==> config.mk <==
export PLATFORM = sky130hd
export DESIGN_NAME = apb_master
export DESIGN_NICKNAME = d
export VERILOG_FILES = /design/src/rtl/apb_pkg.sv /design/src/rtl/apb_addr_decoder.sv /design/src/rtl/apb_master.sv
export SDC_FILE = /design/constraint.sdc
export NUM_CORES = 1
export LEC_CHECK = 0
export ABC_AREA = 1
export BUFFER_PORTS_ARGS = -buffer_cell sky130_fd_sc_hd__buf_4
export CAP_MARGIN = 0
export CORE_AREA = 2 2 118 120
export CTS_CLUSTER_SIZE = 40
export DETAILED_ROUTE_END_ITERATION = 7
export DIE_AREA = 0 0 120 122
export PLACE_DENSITY = 0.73
export REMOVE_ABC_BUFFERS = 1
export SLEW_MARGIN = 15
export SYNTH_ARGS = -nofsm -noshare
export SYNTH_HDL_FRONTEND = slang
export SYNTH_SLANG_ARGS = --single-unit
==> constraint.sdc <==
create_clock -name PCLK -period 2.94 [get_ports PCLK]
set_clock_uncertainty 0.15 [all_clocks]
set_input_delay 0.882 -clock PCLK [delete_from_list [all_inputs] [get_ports PCLK]]
set_output_delay 0.882 -clock PCLK [all_outputs]
set_load 0.05 [all_outputs]
==> src/rtl/apb_pkg.sv <==
// apb_pkg: shared widths, default address map and FSM state type for the
// APB master and its address decoder.
package apb_pkg;

  localparam int ADDR_W = 32;
  localparam int DATA_W = 32;

  // Default peripheral map: 4 slaves of 4 KB each starting at 0x1000_0000.
  localparam int                DEF_NUM_SLV   = 4;
  localparam logic [ADDR_W-1:0] DEF_BASE_ADDR = 32'h1000_0000;
  localparam int                DEF_SLV_SPAN  = 12;
  localparam int                DEF_TIMEOUT   = 16;

  typedef enum logic [1:0] {
    IDLE   = 2'd0,
    SETUP  = 2'd1,
    ACCESS = 2'd2
  } apb_state_e;

  // Width of a slave index; a single-slave build still gets a 1-bit index.
  function automatic int idx_width(input int n);
    return (n > 1) ? $clog2(n) : 1;
  endfunction

endpackage

==> src/rtl/apb_addr_decoder.sv <==
// apb_addr_decoder: purely combinational. Maps a byte address onto one of
// NUM_SLV equally sized regions (one-hot select, binary index, hit flag) and
// returns the PRDATA/PREADY of the slave named by rd_index.
module apb_addr_decoder
  import apb_pkg::*;
#(
  parameter int                NUM_SLV   = DEF_NUM_SLV,
  parameter logic [ADDR_W-1:0] BASE_ADDR = DEF_BASE_ADDR,
  parameter int                SLV_SPAN  = DEF_SLV_SPAN,
  localparam int               IDX_W     = idx_width(NUM_SLV)
) (
  input  logic [ADDR_W-1:0]         addr,
  output logic [NUM_SLV-1:0]        sel,
  output logic [IDX_W-1:0]          index,
  output logic                      hit,
  input  logic [IDX_W-1:0]          rd_index,
  input  logic [NUM_SLV*DATA_W-1:0] PRDATA,
  input  logic [NUM_SLV-1:0]        PREADY,
  output logic [DATA_W-1:0]         prdata_sel,
  output logic                      pready_sel
);

  // Window bounds are kept in ADDR_W+1 bits so the upper bound of a window
  // that ends exactly at 4 GB does not wrap to zero.
  localparam logic [ADDR_W:0] LO_BOUND = {1'b0, BASE_ADDR};
  localparam logic [ADDR_W:0] HI_BOUND = {1'b0, BASE_ADDR} +
                                         ((ADDR_W+1)'(NUM_SLV) << SLV_SPAN);

  logic [ADDR_W-1:0] offset;

  assign offset = addr - BASE_ADDR;
  assign hit    = ({1'b0, addr} >= LO_BOUND) && ({1'b0, addr} < HI_BOUND);
  assign index  = IDX_W'(offset >> SLV_SPAN);

  // One select line per region; all lines stay low on a miss.
  genvar gi;
  for (gi = 0; gi < NUM_SLV; gi++) begin : g_sel
    assign sel[gi] = hit && (index == IDX_W'(gi));
  end

  // Return path: only the slave named by rd_index is looked at.
  always_comb begin
    prdata_sel = '0;
    pready_sel = 1'b0;
    for (int i = 0; i < NUM_SLV; i++) begin
      if (rd_index == IDX_W'(i)) begin
        prdata_sel = PRDATA[DATA_W*i +: DATA_W];
        pready_sel = PREADY[i];
      end
    end
  end

endmodule

==> src/rtl/apb_master.sv <==
// apb_master: turns a single-cycle CPU request (transfer/write/addr/wdata)
// into an APB3 SETUP/ACCESS transfer and reports completion on ready/err.
// All outputs are registered. Requests outside the peripheral window complete
// one cycle later with err=1 and no bus activity.
// Optional build macro APB_TIMEOUT_EN: aborts an ACCESS phase that waits
// TIMEOUT cycles without PREADY, completing with err=1.
module apb_master
  import apb_pkg::*;
#(
  parameter int                NUM_SLV   = DEF_NUM_SLV,
  parameter logic [ADDR_W-1:0] BASE_ADDR = DEF_BASE_ADDR,
  parameter int                SLV_SPAN  = DEF_SLV_SPAN,
  parameter int                TIMEOUT   = DEF_TIMEOUT
) (
  input  logic                      PCLK,
  input  logic                      PRESET,
  input  logic                      transfer,
  input  logic                      write,
  input  logic [ADDR_W-1:0]         addr,
  input  logic [DATA_W-1:0]         wdata,
  output logic [DATA_W-1:0]         rdata,
  output logic                      ready,
  output logic                      err,
  output logic                      busy,
  output logic [ADDR_W-1:0]         PADDR,
  output logic                      PWRITE,
  output logic                      PENABLE,
  output logic [DATA_W-1:0]         PWDATA,
  output logic [NUM_SLV-1:0]        PSEL,
  input  logic [NUM_SLV*DATA_W-1:0] PRDATA,
  input  logic [NUM_SLV-1:0]        PREADY
);

  localparam int IDX_W = idx_width(NUM_SLV);

  apb_state_e state_reg, state_next;

  logic [ADDR_W-1:0]  paddr_reg,   paddr_next;
  logic               pwrite_reg,  pwrite_next;
  logic [DATA_W-1:0]  pwdata_reg,  pwdata_next;
  logic               penable_reg, penable_next;
  logic [NUM_SLV-1:0] psel_reg,    psel_next;
  logic [DATA_W-1:0]  rdata_reg,   rdata_next;
  logic               ready_reg,   ready_next;
  logic               err_reg,     err_next;
  logic               busy_reg,    busy_next;
  logic [IDX_W-1:0]   slv_idx_reg, slv_idx_next;

  logic [NUM_SLV-1:0] dec_sel;
  logic [IDX_W-1:0]   dec_index;
  logic               dec_hit;
  logic [DATA_W-1:0]  sel_prdata;
  logic               sel_pready;
  logic               tmo_hit;

  // Decode the live request address; the return mux follows the index
  // latched at accept time so a changing addr input cannot disturb it.
  apb_addr_decoder #(
    .NUM_SLV   (NUM_SLV),
    .BASE_ADDR (BASE_ADDR),
    .SLV_SPAN  (SLV_SPAN)
  ) u_dec (
    .addr       (addr),
    .sel        (dec_sel),
    .index      (dec_index),
    .hit        (dec_hit),
    .rd_index   (slv_idx_reg),
    .PRDATA     (PRDATA),
    .PREADY     (PREADY),
    .prdata_sel (sel_prdata),
    .pready_sel (sel_pready)
  );

`ifdef APB_TIMEOUT_EN
  localparam int TMO_W = $clog2(TIMEOUT + 1);

  logic [TMO_W-1:0] tmo_cnt_reg;

  // Count ACCESS cycles spent waiting; restarts every time ACCESS is entered.
  always_ff @(posedge PCLK or negedge PRESET) begin
    if (!PRESET) begin
      tmo_cnt_reg <= '0;
    end else if (state_reg == SETUP) begin
      tmo_cnt_reg <= '0;
    end else if ((state_reg == ACCESS) && !sel_pready) begin
      tmo_cnt_reg <= tmo_cnt_reg + 1'b1;
    end
  end

  // Fires on the edge that would bring the count to TIMEOUT; a PREADY on
  // that same edge takes priority and completes normally.
  assign tmo_hit = (state_reg == ACCESS) && !sel_pready &&
                   (tmo_cnt_reg == TMO_W'(TIMEOUT - 1));
`else
  // Without the watchdog ACCESS waits for PREADY indefinitely.
  assign tmo_hit = 1'b0;
`endif

  // State register.
  always_ff @(posedge PCLK or negedge PRESET) begin
    if (!PRESET) begin
      state_reg <= IDLE;
    end else begin
      state_reg <= state_next;
    end
  end

  // Next-state logic: a miss never leaves IDLE.
  always_comb begin
    state_next = state_reg;
    case (state_reg)
      IDLE:    if (transfer && dec_hit) state_next = SETUP;
      SETUP:   state_next = ACCESS;
      ACCESS:  if (sel_pready || tmo_hit) state_next = IDLE;
      default: state_next = IDLE;
    endcase
  end

  // Next values of the registered outputs; ready/err are single-cycle pulses.
  always_comb begin
    paddr_next   = paddr_reg;
    pwrite_next  = pwrite_reg;
    pwdata_next  = pwdata_reg;
    penable_next = penable_reg;
    psel_next    = psel_reg;
    rdata_next   = rdata_reg;
    ready_next   = 1'b0;
    err_next     = 1'b0;
    busy_next    = busy_reg;
    slv_idx_next = slv_idx_reg;
    case (state_reg)
      IDLE: begin
        if (transfer) begin
          paddr_next   = addr;
          pwrite_next  = write;
          pwdata_next  = wdata;
          slv_idx_next = dec_index;
          if (dec_hit) begin
            psel_next    = dec_sel;
            penable_next = 1'b0;
            busy_next    = 1'b1;
          end else begin
            ready_next = 1'b1;
            err_next   = 1'b1;
            rdata_next = '0;
            busy_next  = 1'b0;
          end
        end
      end
      SETUP: begin
        penable_next = 1'b1;
      end
      ACCESS: begin
        if (sel_pready) begin
          psel_next    = '0;
          penable_next = 1'b0;
          ready_next   = 1'b1;
          busy_next    = 1'b0;
          if (!pwrite_reg) begin
            rdata_next = sel_prdata;
          end
        end else if (tmo_hit) begin
          psel_next    = '0;
          penable_next = 1'b0;
          ready_next   = 1'b1;
          err_next     = 1'b1;
          rdata_next   = '0;
          busy_next    = 1'b0;
        end
      end
      default: begin
        psel_next    = '0;
        penable_next = 1'b0;
        busy_next    = 1'b0;
      end
    endcase
  end

  // Output registers.
  always_ff @(posedge PCLK or negedge PRESET) begin
    if (!PRESET) begin
      paddr_reg   <= '0;
      pwrite_reg  <= 1'b0;
      pwdata_reg  <= '0;
      penable_reg <= 1'b0;
      psel_reg    <= '0;
      rdata_reg   <= '0;
      ready_reg   <= 1'b0;
      err_reg     <= 1'b0;
      busy_reg    <= 1'b0;
      slv_idx_reg <= '0;
    end else begin
      paddr_reg   <= paddr_next;
      pwrite_reg  <= pwrite_next;
      pwdata_reg  <= pwdata_next;
      penable_reg <= penable_next;
      psel_reg    <= psel_next;
      rdata_reg   <= rdata_next;
      ready_reg   <= ready_next;
      err_reg     <= err_next;
      busy_reg    <= busy_next;
      slv_idx_reg <= slv_idx_next;
    end
  end

  assign PADDR   = paddr_reg;
  assign PWRITE  = pwrite_reg;
  assign PWDATA  = pwdata_reg;
  assign PENABLE = penable_reg;
  assign PSEL    = psel_reg;
  assign rdata   = rdata_reg;
  assign ready   = ready_reg;
  assign err     = err_reg;
  assign busy    = busy_reg;

endmodule
==> metrics.md <==
| Metric | Value |
|---|---|
| Run status | finished clean |
| Max-slew violation count | 0 |
| Cell area after layout | 8030 µm² |
| Gate count after technology mapping | about 580 |
| Largest net degree at the start of global routing | 61 |
| Critical path's largest stage delay | between 0.6 and 0.7 ns |
| PnR Total Power | 3.94 mW |
| Vias | ~5100 |
| Most frequent cells in the layout | buf_4, nand2_1, dfrtp_1 |
| Unrepaired setup endpoints after global routing | false |
| Ys Warns | 0 |
| Via count of the first global-routing pass | about 5000 |
| CTS Root Buffer Type | clkbuf_16 |
| DP Area | about 7700 µm² |
| First-pass GRT wire length | between 20000 and 30000 µm |
| Die Y | 122 µm |
| Clk Latency, worst-skew pair | approximately 0.35 ns |
| Hold crit path type | input pin to asynchronous set/reset pin |
| Synth Cell Area | 5230 µm² |
| Top delay family on crit path | flip-flops |
| GRT Total Usage | between 20 and 25% |
| Relative slew slack | 52.4% |
| Leakage | 4.17 nW |
| Setup-failing EPs final | 0 |
| Fillers | between 1000 and 1500 |
| Final antenna-violating net count | 0 |
| Critical path capture point type | primary output |
| Routed len/inst | ~15 µm |
| Commonest non-fill, non-tap cell in the layout | buf_4 |
| Post-layout net count | 1068 |
| Iteration-0 DRC Markers | ~240 |
| Cell variety after synth | 22 |
| Fmax | 0.424 GHz |
| Core area | approximately 14000 µm² |
| Hpwl dp | ~12000 µm |
| Area grow syn2layout | 53.6% |
| Vias per cell | slightly below 5 |
| Worst-path cell chain | buf_4 |
| Sink Count | roughly 110 |
| Pre-Repair DR Iteration Count | 4 |
| Buf/Inv on CP | 1 |
| Drc violations | 0 |
| CP Class | flip-flop to primary output |
| IO Pins | 305 |
| Die area | 14600 µm² |
| Max VDD drop | between 0.0004 and 0.0005 V |
| Finished Core Util | 59.5% |
| Post-CTS sizing | 0 |
| # H-tree levels | 3 |
| Period minus WS final | between 2 and 2.5 ns |
| #FFs+latches synth | 107 |
| CP Data Required Time | 1.91 ns |
| Setup repair bufs after CTS | 0 |
| Final worst slack | between 0.5 and 0.6 ns |
| Ant diodes | 0 |
| CTS tree | done |
| Power density over the cells | 490 nW/µm² |
| Layout cell share with drive strength beyond 1 | between 40% and 50% |
| CTS buffer count | 9 |
| Slowest stage cell, crit path | dfrtp_1 |
| Final Wtd Congestion | approximately 0.82 |
| Seq/Total Area, Yosys | between 50% and 60% |
| GRT overflow | 0 |
| Routed WL | around 16000 µm |
| Initial Util | about two fifths |
| Final Hold Fails | 0 |
| Startpoint Class | flip-flop |
| Worst slew pin tran | approximately 0.7 ns |
| Die width | about 120 µm |
| Avg Inst Size Synth | 9.10 µm² |
| Final period util | between 80% and 90% |
| Critical path data arrival time | 1.33 ns |
| Initial antenna violation count | 0 |
| Max Cap Viol | 0 |
| Hold-fix buffers, CTS | 0 |
| Clk pin slew, worst setup/hold paths | about 0.070 ns |
| Setup WS pre-CTS | between 0.3 and 0.4 ns |
| Clock tree buffer depth | 2 |
| Port buffer count | ~300 |
| CP max FO | 9 |
| Num rows | 43 |
## worst paths after layout
check	from	end	slack (ns)	depth (start not counted)
max	PADDR[13]	PADDR[13]	0.58	1
min	PRESET	PADDR[16]	0.27	1
max reg2reg	PADDR[13]	PSEL[3]	0.74	7
min reg2reg	rdata[27]	rdata[27]	0.33	2
max in group asynchronous	PRESET	rdata[6]	1.72	2
min in group PCLK	rdata[27]	rdata[27]	0.33	2
## synthesized netlist by cell type (all sizes together)
cell    instances  area (µm²)
nand3b         19         143
a21oi          15        86.3
clkbuf         18        67.6
nor2           19        83.8
buf            17        83.8
nand2         162         613
o211ai         32         240
inv            42         158
or2             4        25.0
o21ai          46         230
nand3          36         180
nand4           2        12.5
dfrtp         107        2680
mux2           56         631
## layout make-up
cell class,count,area (µm²),area share (%)
Timing Repair Buffer,317,2420,30.1
Inverter,42,158,1.96
Tap cell,180,225,2.80
Multi-Input combinational cell,391,2250,28.0
Clock inverter,6,80.1,0.997
Sequential cell,107,2680,33.3
Clock buffer,10,229,2.85
## metrics by stage
stage / instances / hold slack (ns) / TNS, ns
2_1_floorplan: 540 / 0.361 / -14.15
3_3_place_gp: 1037 / 0.306 / 0
3_5_place_dp: 1037 / 0.310 / 0
4_1_cts: 1053 / 0.262 / 0
5_1_grt: 1053 / 0.273 / 0
6_report: 1053 / 0.266 / 0
## per-layer routing
metal,GRT usage [%],part of all wire [%],vias up
met5,0,0,-
met4,6.69,2.3,0
met3,6.23,6.9,24
met2,40.2,52,196
met1,25.2,39,2366
li1,-,-,2494
## kinds of logic after synthesis
kind of cell,share of synthesized area [%]
compound gates,10.6
flops,51.2
mux,12.1
buf+inv,5.91
simple gates,20.2
## where the power goes
part | switching (mW) | total (mW) | internal (mW) | leakage, nW
registers | 0.0510 | 1.61 | 1.56 | 1.34
clock network | 0.582 | 1.26 | 0.681 | 0.149
logic | 0.630 | 1.06 | 0.427 | 2.68
Power figures use the tool's default switching activity.
